File: src/rtl/imm_extend_pipe.sv
// Immediate extraction/extension stage with a valid/ready handshake.
// One output register plus one skid entry; in_ready comes straight from a flop.
module imm_extend_pipe #(
  parameter int unsigned XLEN  = 32,
  parameter int unsigned TAG_W = 4,
  parameter int unsigned CNT_W = 8
) (
  input  logic             clk,
  input  logic             rst_n,
  input  logic             flush,
  input  logic             in_valid,
  output logic             in_ready,
  input  logic [31:0]      in_instr,
  input  logic [2:0]       in_immsrc,
  input  logic [TAG_W-1:0] in_tag,
  output logic             out_valid,
  input  logic             out_ready,
  output logic [XLEN-1:0]  out_imm,
  output logic [TAG_W-1:0] out_tag,
  output logic             out_illegal,
  output logic [CNT_W-1:0] illegal_cnt
);

  typedef enum logic [2:0] {
    FMT_I     = 3'b000,
    FMT_S     = 3'b001,
    FMT_B     = 3'b010,
    FMT_J     = 3'b011,
    FMT_U     = 3'b100,
    FMT_Z     = 3'b101,
    FMT_SHAMT = 3'b110,
    FMT_UNDEF = 3'b111
  } fmt_e;

  logic [31:0]      w_imm32;
  logic             w_sext;
  logic             w_illegal;
  logic [XLEN-1:0]  w_imm;
  logic             w_accept;
  logic             w_out_free;

  logic             r_out_valid;
  logic [XLEN-1:0]  r_out_imm;
  logic [TAG_W-1:0] r_out_tag;
  logic             r_out_ill;
  logic             r_skid_valid;
  logic [XLEN-1:0]  r_skid_imm;
  logic [TAG_W-1:0] r_skid_tag;
  logic             r_skid_ill;
  logic             r_in_ready;
  logic [CNT_W-1:0] r_cnt;

  // Every format is built as a 32-bit value, then widened signed or unsigned.
  always_comb begin
    w_imm32   = '0;
    w_sext    = 1'b1;
    w_illegal = 1'b0;
    case (fmt_e'(in_immsrc))
      FMT_I:     w_imm32 = {{20{in_instr[31]}}, in_instr[31:20]};
      FMT_S:     w_imm32 = {{20{in_instr[31]}}, in_instr[31:25], in_instr[11:7]};
      FMT_B:     w_imm32 = {{20{in_instr[31]}}, in_instr[7], in_instr[30:25],
                            in_instr[11:8], 1'b0};
      FMT_J:     w_imm32 = {{12{in_instr[31]}}, in_instr[19:12], in_instr[20],
                            in_instr[30:21], 1'b0};
      FMT_U:     w_imm32 = {in_instr[31:12], 12'b0};
      FMT_Z: begin
        w_imm32 = {27'b0, in_instr[19:15]};
        w_sext  = 1'b0;
      end
      FMT_SHAMT: begin
        w_imm32 = (XLEN == 64) ? {26'b0, in_instr[25:20]} : {27'b0, in_instr[24:20]};
        w_sext  = 1'b0;
      end
      default: begin
        w_imm32   = '0;
        w_sext    = 1'b0;
        w_illegal = 1'b1;
      end
    endcase
  end

  assign w_imm      = w_sext ? XLEN'($signed(w_imm32)) : XLEN'(w_imm32);
  assign w_accept   = in_valid && r_in_ready && !flush;
  assign w_out_free = !r_out_valid || out_ready;

  always_ff @(posedge clk or negedge rst_n) begin
    if (!rst_n) begin
      r_out_valid  <= 1'b0;
      r_out_imm    <= '0;
      r_out_tag    <= '0;
      r_out_ill    <= 1'b0;
      r_skid_valid <= 1'b0;
      r_skid_imm   <= '0;
      r_skid_tag   <= '0;
      r_skid_ill   <= 1'b0;
      r_in_ready   <= 1'b0;
      r_cnt        <= '0;
    end else if (flush) begin
      r_out_valid  <= 1'b0;
      r_skid_valid <= 1'b0;
      r_in_ready   <= 1'b1;
    end else begin
      if (w_out_free) begin
        r_in_ready <= 1'b1;
        if (r_skid_valid) begin
          r_out_valid  <= 1'b1;
          r_out_imm    <= r_skid_imm;
          r_out_tag    <= r_skid_tag;
          r_out_ill    <= r_skid_ill;
          r_skid_valid <= 1'b0;
        end else if (w_accept) begin
          r_out_valid <= 1'b1;
          r_out_imm   <= w_imm;
          r_out_tag   <= in_tag;
          r_out_ill   <= w_illegal;
        end else begin
          r_out_valid <= 1'b0;
        end
      end else if (w_accept) begin
        // Output is stalled: park the new result in the skid entry.
        r_skid_valid <= 1'b1;
        r_skid_imm   <= w_imm;
        r_skid_tag   <= in_tag;
        r_skid_ill   <= w_illegal;
        r_in_ready   <= 1'b0;
      end else begin
        r_in_ready <= !r_skid_valid;
      end
      if (w_accept && w_illegal && (r_cnt != '1)) begin
        r_cnt <= r_cnt + CNT_W'(1);
      end
    end
  end

  assign in_ready    = r_in_ready;
  assign out_valid   = r_out_valid;
  assign out_imm     = r_out_imm;
  assign out_tag     = r_out_tag;
  assign out_illegal = r_out_ill;
  assign illegal_cnt = r_cnt;

endmodule
File: config.mk
export PLATFORM = sky130hd
export DESIGN_NAME = imm_extend_pipe
export DESIGN_NICKNAME = d
export VERILOG_FILES = /design/src/rtl/imm_extend_pipe.sv
export SDC_FILE = /design/constraint.sdc
export NUM_CORES = 1
export LEC_CHECK = 0
export ABC_CLOCK_PERIOD_IN_PS = 3400
export CORE_ASPECT_RATIO = 1.25
export CORE_MARGIN = 2
export CORE_UTILIZATION = 45
export CTS_BUF_LIST = sky130_fd_sc_hd__clkbuf_2 sky130_fd_sc_hd__clkbuf_4 sky130_fd_sc_hd__clkbuf_8
export DETAILED_ROUTE_END_ITERATION = 7
export GPL_TIMING_DRIVEN = 0
export PLACE_DENSITY = 0.71
export SKIP_LAST_GASP = 1
export SLEW_MARGIN = 20
export SYNTH_ARGS = -nofsm -noshare
export SYNTH_HDL_FRONTEND = slang
export SYNTH_SLANG_ARGS = --single-unit
File: constraint.sdc
create_clock -name clk -period 3.4 [get_ports clk]
set_input_delay 0.68 -clock clk [delete_from_list [all_inputs] [get_ports clk]]
set_output_delay 0.68 -clock clk [all_outputs]
set_load 0.03 [all_outputs]
# --- Word-level counts from Yosys, hierarchy flattened ---
# Cells that the tools add are included.
word_totals:
  output_inout_bits: 47
  reg_bits: 85
  wordCells: 54
classes:
  n_mux: 18
  reduce_logical: 16
  n_bitwise: 2
  eq_ne: 7
  addsub: 1
ops:
  columns: ["operator", "n"]
  rows:
  - ["32-bit one-hot mux with 7 select lines", 1]
  - ["32-bit 2-to-1 mux", 2]
  - ["1-bit 2-to-1 mux", 13]
  - ["3-bit == test, second input constant", 3]
  - ["8-bit by 1-bit adder with 8-bit output, second input constant", 1]
  - ["4-bit 2-to-1 mux", 2]
  - ["8-bit inequality test, second input constant", 1]
  - ["7-bit OR reduction", 1]
  - ["3-bit by 2-bit == test with 1-bit output, second input constant", 2]
  - ["3-bit AND reduction", 2]
  - ["1-bit logical AND", 4]
  - ["2-bit nonzero test", 2]
  - ["3-bit by 1-bit == test with 1-bit output, second input constant", 1]
  - ["1-bit zero test", 3]
  - ["3-bit zero test", 1]
  - ["3-bit nonzero test", 1]
  - ["1-bit inverter", 2]
  - ["2-bit AND reduction", 1]
  - ["1-bit logical OR", 1]

# --- Logic depth before layout (Yosys ltp) ---
# Gate-level depths: netlist (run 1).
depth:
  ltp_word: 6
  mapped_depth: 6

# --- Least setup slack after synthesis (run 1) ---
# Ideal clock, no wire load.
synth_timing:
  path_type: "input -> register"
  startpoint: "in out_ready"
  endpoint: "reg r_out_imm[26] (netlist: out_imm[26])"
  arrival_time_ps: 1759
  path_slack_ps: 1517
  required_time_ps: 3275
  cell_stages: 5
  path_cell_list: "nand2b_1 > and3_1 > buf_2 > buf_2 > mux2_2"
synth_between:
  elab_chain_cells: 2
synth_lines:
  columns: ["element", "line_no", "rtl"]
  rows:
  - ["from (decl)", "17", "input logic out_ready,"]
  - ["1-bit logical OR", "84", "assign w_out_free = !r_out_valid || out_ready;"]
  - ["3-bit AND reduction (no line)", null, null]
  - ["to (signal assigned)", "107", "r_out_imm <= r_skid_imm;"]
  - ["to (signal assigned)", "113", "r_out_imm <= w_imm;"]
  - ["to (decl)", "43", "logic [XLEN-1:0] r_out_imm;"]
# Every way passes these cells.
# A chain may end at the register's enable or synchronous reset.

# --- Final worst setup path (run 1) ---
layout_timing:
  startpoint: "in flush"
  endpoint: "reg r_out_imm[15] (netlist: out_imm[15])"
layout_between:
  elab_chain_cells: 4
layout_lines:
  columns: ["element", "line_no", "rtl"]
  rows:
  - ["from (decl)", "10", "input logic flush,"]
  - ["1-bit zero test", "83", "assign w_accept = in_valid && r_in_ready && !flush;"]
  - ["1-bit logical AND", "83", null]
  - ["2-bit nonzero test (no line)", null, null]
  - ["3-bit AND reduction (no line) (*)", null, null]
# Every way passes the cells marked *; elsewhere a longest branch is shown, timed or not.

==> impl_metrics.tcl, run 1 <==
set metrics [dict create \
    status "finished, final reports clean" \
    synth.area.mux_share_pct 7.28 \
    nets 581 \
    die_w_um 89.8 \
    p_total_mw 2.79 \
    antenna_found_initial 0 \
    dp_hpwl_mm 7.68 \
    antenna_cells 0 \
    fmaxAchievable_ghz 0.429 \
    drive_above_1_share_pct 10.0 \
    pin_count 91 \
    ir_worst_vdd_v 0.000246 \
    cp-end-kind "flop" \
    place_ws_ps 706 \
    synth_top_family_by_area "simple AND/OR/NAND/NOR gates" \
    vias_per_cell 5.48 \
    pwr-share-seq_pct 46.3 \
    cp.arrival_ps 2540 \
    grt_max_degree 58 \
    async_flop_share_pct 100 \
    rows 39 \
    synth_seq_cells 85 \
    avgSynthCellArea_um2 9.37 \
    fin_crit_sh_pct 68.6 \
    powerDensity_nw_per_um2 522 \
    synth-seq-area-share_pct 51.4 \
    critPathMaxFanout 10 \
    yosys.area_share.xor_xnor_pct 1.24 \
    cts_hold_buf 0 \
    syn_nets 487 \
    grt_pass1_vias 3464 \
    drv_cap 0 \
    worst_pin_slew_ps 583 \
    ys_types 40 \
    power.share.clock_pct 26.6 \
    setup_viol 0 \
    postRouteAntennaNets 0 \
    clock_latency_ps 360 \
    port_buffers 82 \
    drcViolationCount 0 \
    p_switching_uw 880 \
    gp_congestion 0.861 \
    cts_buffers 9 \
    fin_area_um2 5350 \
    start_util_pct 45.9 \
    syn_to_final_growth_pct 29.2 \
    multi_input_comb_area_um2 1860 \
    combPwrFrac_pct 27.1 \
    ys_warn_count 0 \
    wl_per_cell_um 15.9 \
    grt_setup_unrepaired "false" \
    cts_resized 0 \
    vias 3633 \
    grt_pass1_wl_mm 17.4 \
    p_int_mw 1.91 \
    cp.required_ps 3610 \
    slew_viol_final 0 \
    timing.setup.tns_ps 0 \
    fill_cells 811 \
    overflow 0 \
    track_usage_pct 21.9 \
    p_leak_nw 2.27 \
    start_kind "primary input" \
    wl_mm 10.5 \
    clock_path_buffers 2 \
    fin_crit_ps 2330 \
    clk_pin_slew_ps 80 \
    clock-sinks 85 \
    synth_edf_count 0 \
    die_y_um 111 \
    whs_ps 243 \
    fin_ws_ps 1070 \
    coreArea_um2 9030 \
    min_path_type "primary input to asynchronous set/reset pin" \
    critical_path_class "primary input to flop" \
    firstDrtPassIters 4 \
    finClkSkew_ps 5.31 \
    synthCells 442 \
    postCtsSetupBuffers 0 \
    drtIter0Drc 174 \
    switching_share_pct 31.5 \
    slew-limit-headroom_pct 61.2 \
    htree_levels 3 \
    reg2reg_slack_ps 1510 \
    regArea_um2 2130 \
    cts_tree "built" \
    syn_area_um2 4140 \
    synthAdderAreaFrac_pct 0.302 \
    die_area_um2 9990 \
    synth_compound_area_share_pct 15.6 \
    cts-root-buf "clkbuf_8" \
    synthSimpleGateAreaFrac_pct 20.5 \
    place_area_um2 5140 \
    synth_ff_type "dfrtp_1" \
    hold_viol 0 \
]
logic make-up after synthesis:
group | Yosys count
xor+xnor | 5
simple gates | 174
mux | 28
fa+ha+maj | 1
buf+inv | 36
compound gates | 113
flops | 85
worst paths after layout:
check                      cells after the start          start              to
min                                            1          rst_n  illegal_cnt[7]
min reg2reg                                    2  r_skid_imm[9]   r_skid_imm[9]
max                                            6          flush     out_imm[15]
max reg2reg                                    6       in_ready  r_skid_imm[20]
max in group asynchronous                      2          rst_n      out_imm[3]
min in group clk                               2  r_skid_imm[9]   r_skid_imm[9]
layer usage:
metal | global-route usage, % | wire length, um | share of wire (%)
met1 | 29.4 | 4520 | 43
met2 | 35.1 | 5170 | 49
met3 | 4.49 | 648 | 6.1
met4 | 8.51 | 212 | 2.0
met5 | 0 | 0 | 0
per-stage QoR:
step | utilization [%] | instances
2_1_floorplan | - | 442
3_3_place_gp | 56.7 | 647
3_5_place_dp | 56.9 | 648
4_1_cts | 59.3 | 663
5_1_grt | 59.3 | 663
6_report | 59.3 | 663
registers in the layout, indices dropped and copies added, names as in the netlist, 4 cells and up:
name	count
out_tag	4
illegal_cnt	8
out_imm	32
r_skid_tag	4
r_skid_imm	32
power by group through the flow:
stage	registers, mW	clock network (mW)	logic [mW]
after floorplan	1.48	0	0.253
after global placement	1.30	0	0.744
after detailed placement	1.31	0	0.761
after CTS	1.29	0.762	0.763
after global routing	1.32	0.810	0.814
final	1.29	0.741	0.757
critical path: stages:
cell and delay (ps):
clkdlybuf4s50_1 660, inv_1 90, and3_1 170, nand2b_1 260
buf_1 500, o211ai_1 170
synth_stat cells (5+ instances only):
master | n | share of area [%]
nand3b_1 | 14 | 2.5
nand2b_1 | 5 | 0.76
buf_2 | 9 | 1.1
dfrtp_1 | 85 | 51
mux2_2 | 17 | 4.6
o21ai_1 | 5 | 0.60
mux2i_1 | 11 | 2.7
nor2_1 | 11 | 1.0
a21oi_1 | 40 | 4.8
nand3_1 | 26 | 3.1
nor3_1 | 5 | 0.60
o21ai_0 | 44 | 5.3
clkbuf_1 | 20 | 1.8
o211ai_1 | 10 | 1.8
nand2_1 | 93 | 8.4
nor3b_1 | 7 | 1.3
layout by cell type, fill, tap and decap left out, types with 4 or more instances in the layout:
| cell type | n |
|---|---|
| o211ai_1 | 10 |
| nand3b_1 | 14 |
| nor3_1 | 5 |
| buf_2 | 9 |
| o21ai_0 | 44 |
| o211ai_2 | 4 |
| clkdlybuf4s50_1 | 81 |
| nand2b_1 | 5 |
| mux2_2 | 17 |
| nor3b_1 | 7 |
| nand3_1 | 26 |
| mux2i_1 | 11 |
| clkbuf_1 | 20 |
| a21oi_1 | 40 |
| a22oi_1 | 4 |
| clkbuf_8 | 12 |
| dfrtp_1 | 85 |
| nand2_1 | 93 |
| nor2_1 | 11 |
| o21ai_1 | 5 |
layout make-up:
type / instances / share of cell area, %
sequential: 85 / 39.8
multi-input combinational: 321 / 34.8
timing repair buffer: 83 / 15.8
clock buffer: 12 / 3.09
tap: 123 / 2.88
buffer: 34 / 2.74
clock inverter: 3 / 0.819
inverter: 2 / 0.140
(Power assumes the default switching activity.)
==> run 2: changes to the inputs <==
Settings changed: ABC_CLOCK_PERIOD_IN_PS 3400 to 2400.
Clock period 3.4 ns to 2.4 ns, I/O delays scaled along.
==> results of run 2 <==
Same layout as run 1 (identical final DEF). Status: finished, final reports clean.
Among the figures that moved: setup slack after placement 706 ps -> -93.7 ps; setup slack after layout 1070 ps -> 268 ps; hold slack 243 ps -> 43.2 ps; register-to-register setup slack 1510 ps -> 510 ps; total power 2.79 mW -> 3.95 mW; worst IR drop on VDD 0.000246 V -> 0.000348 V
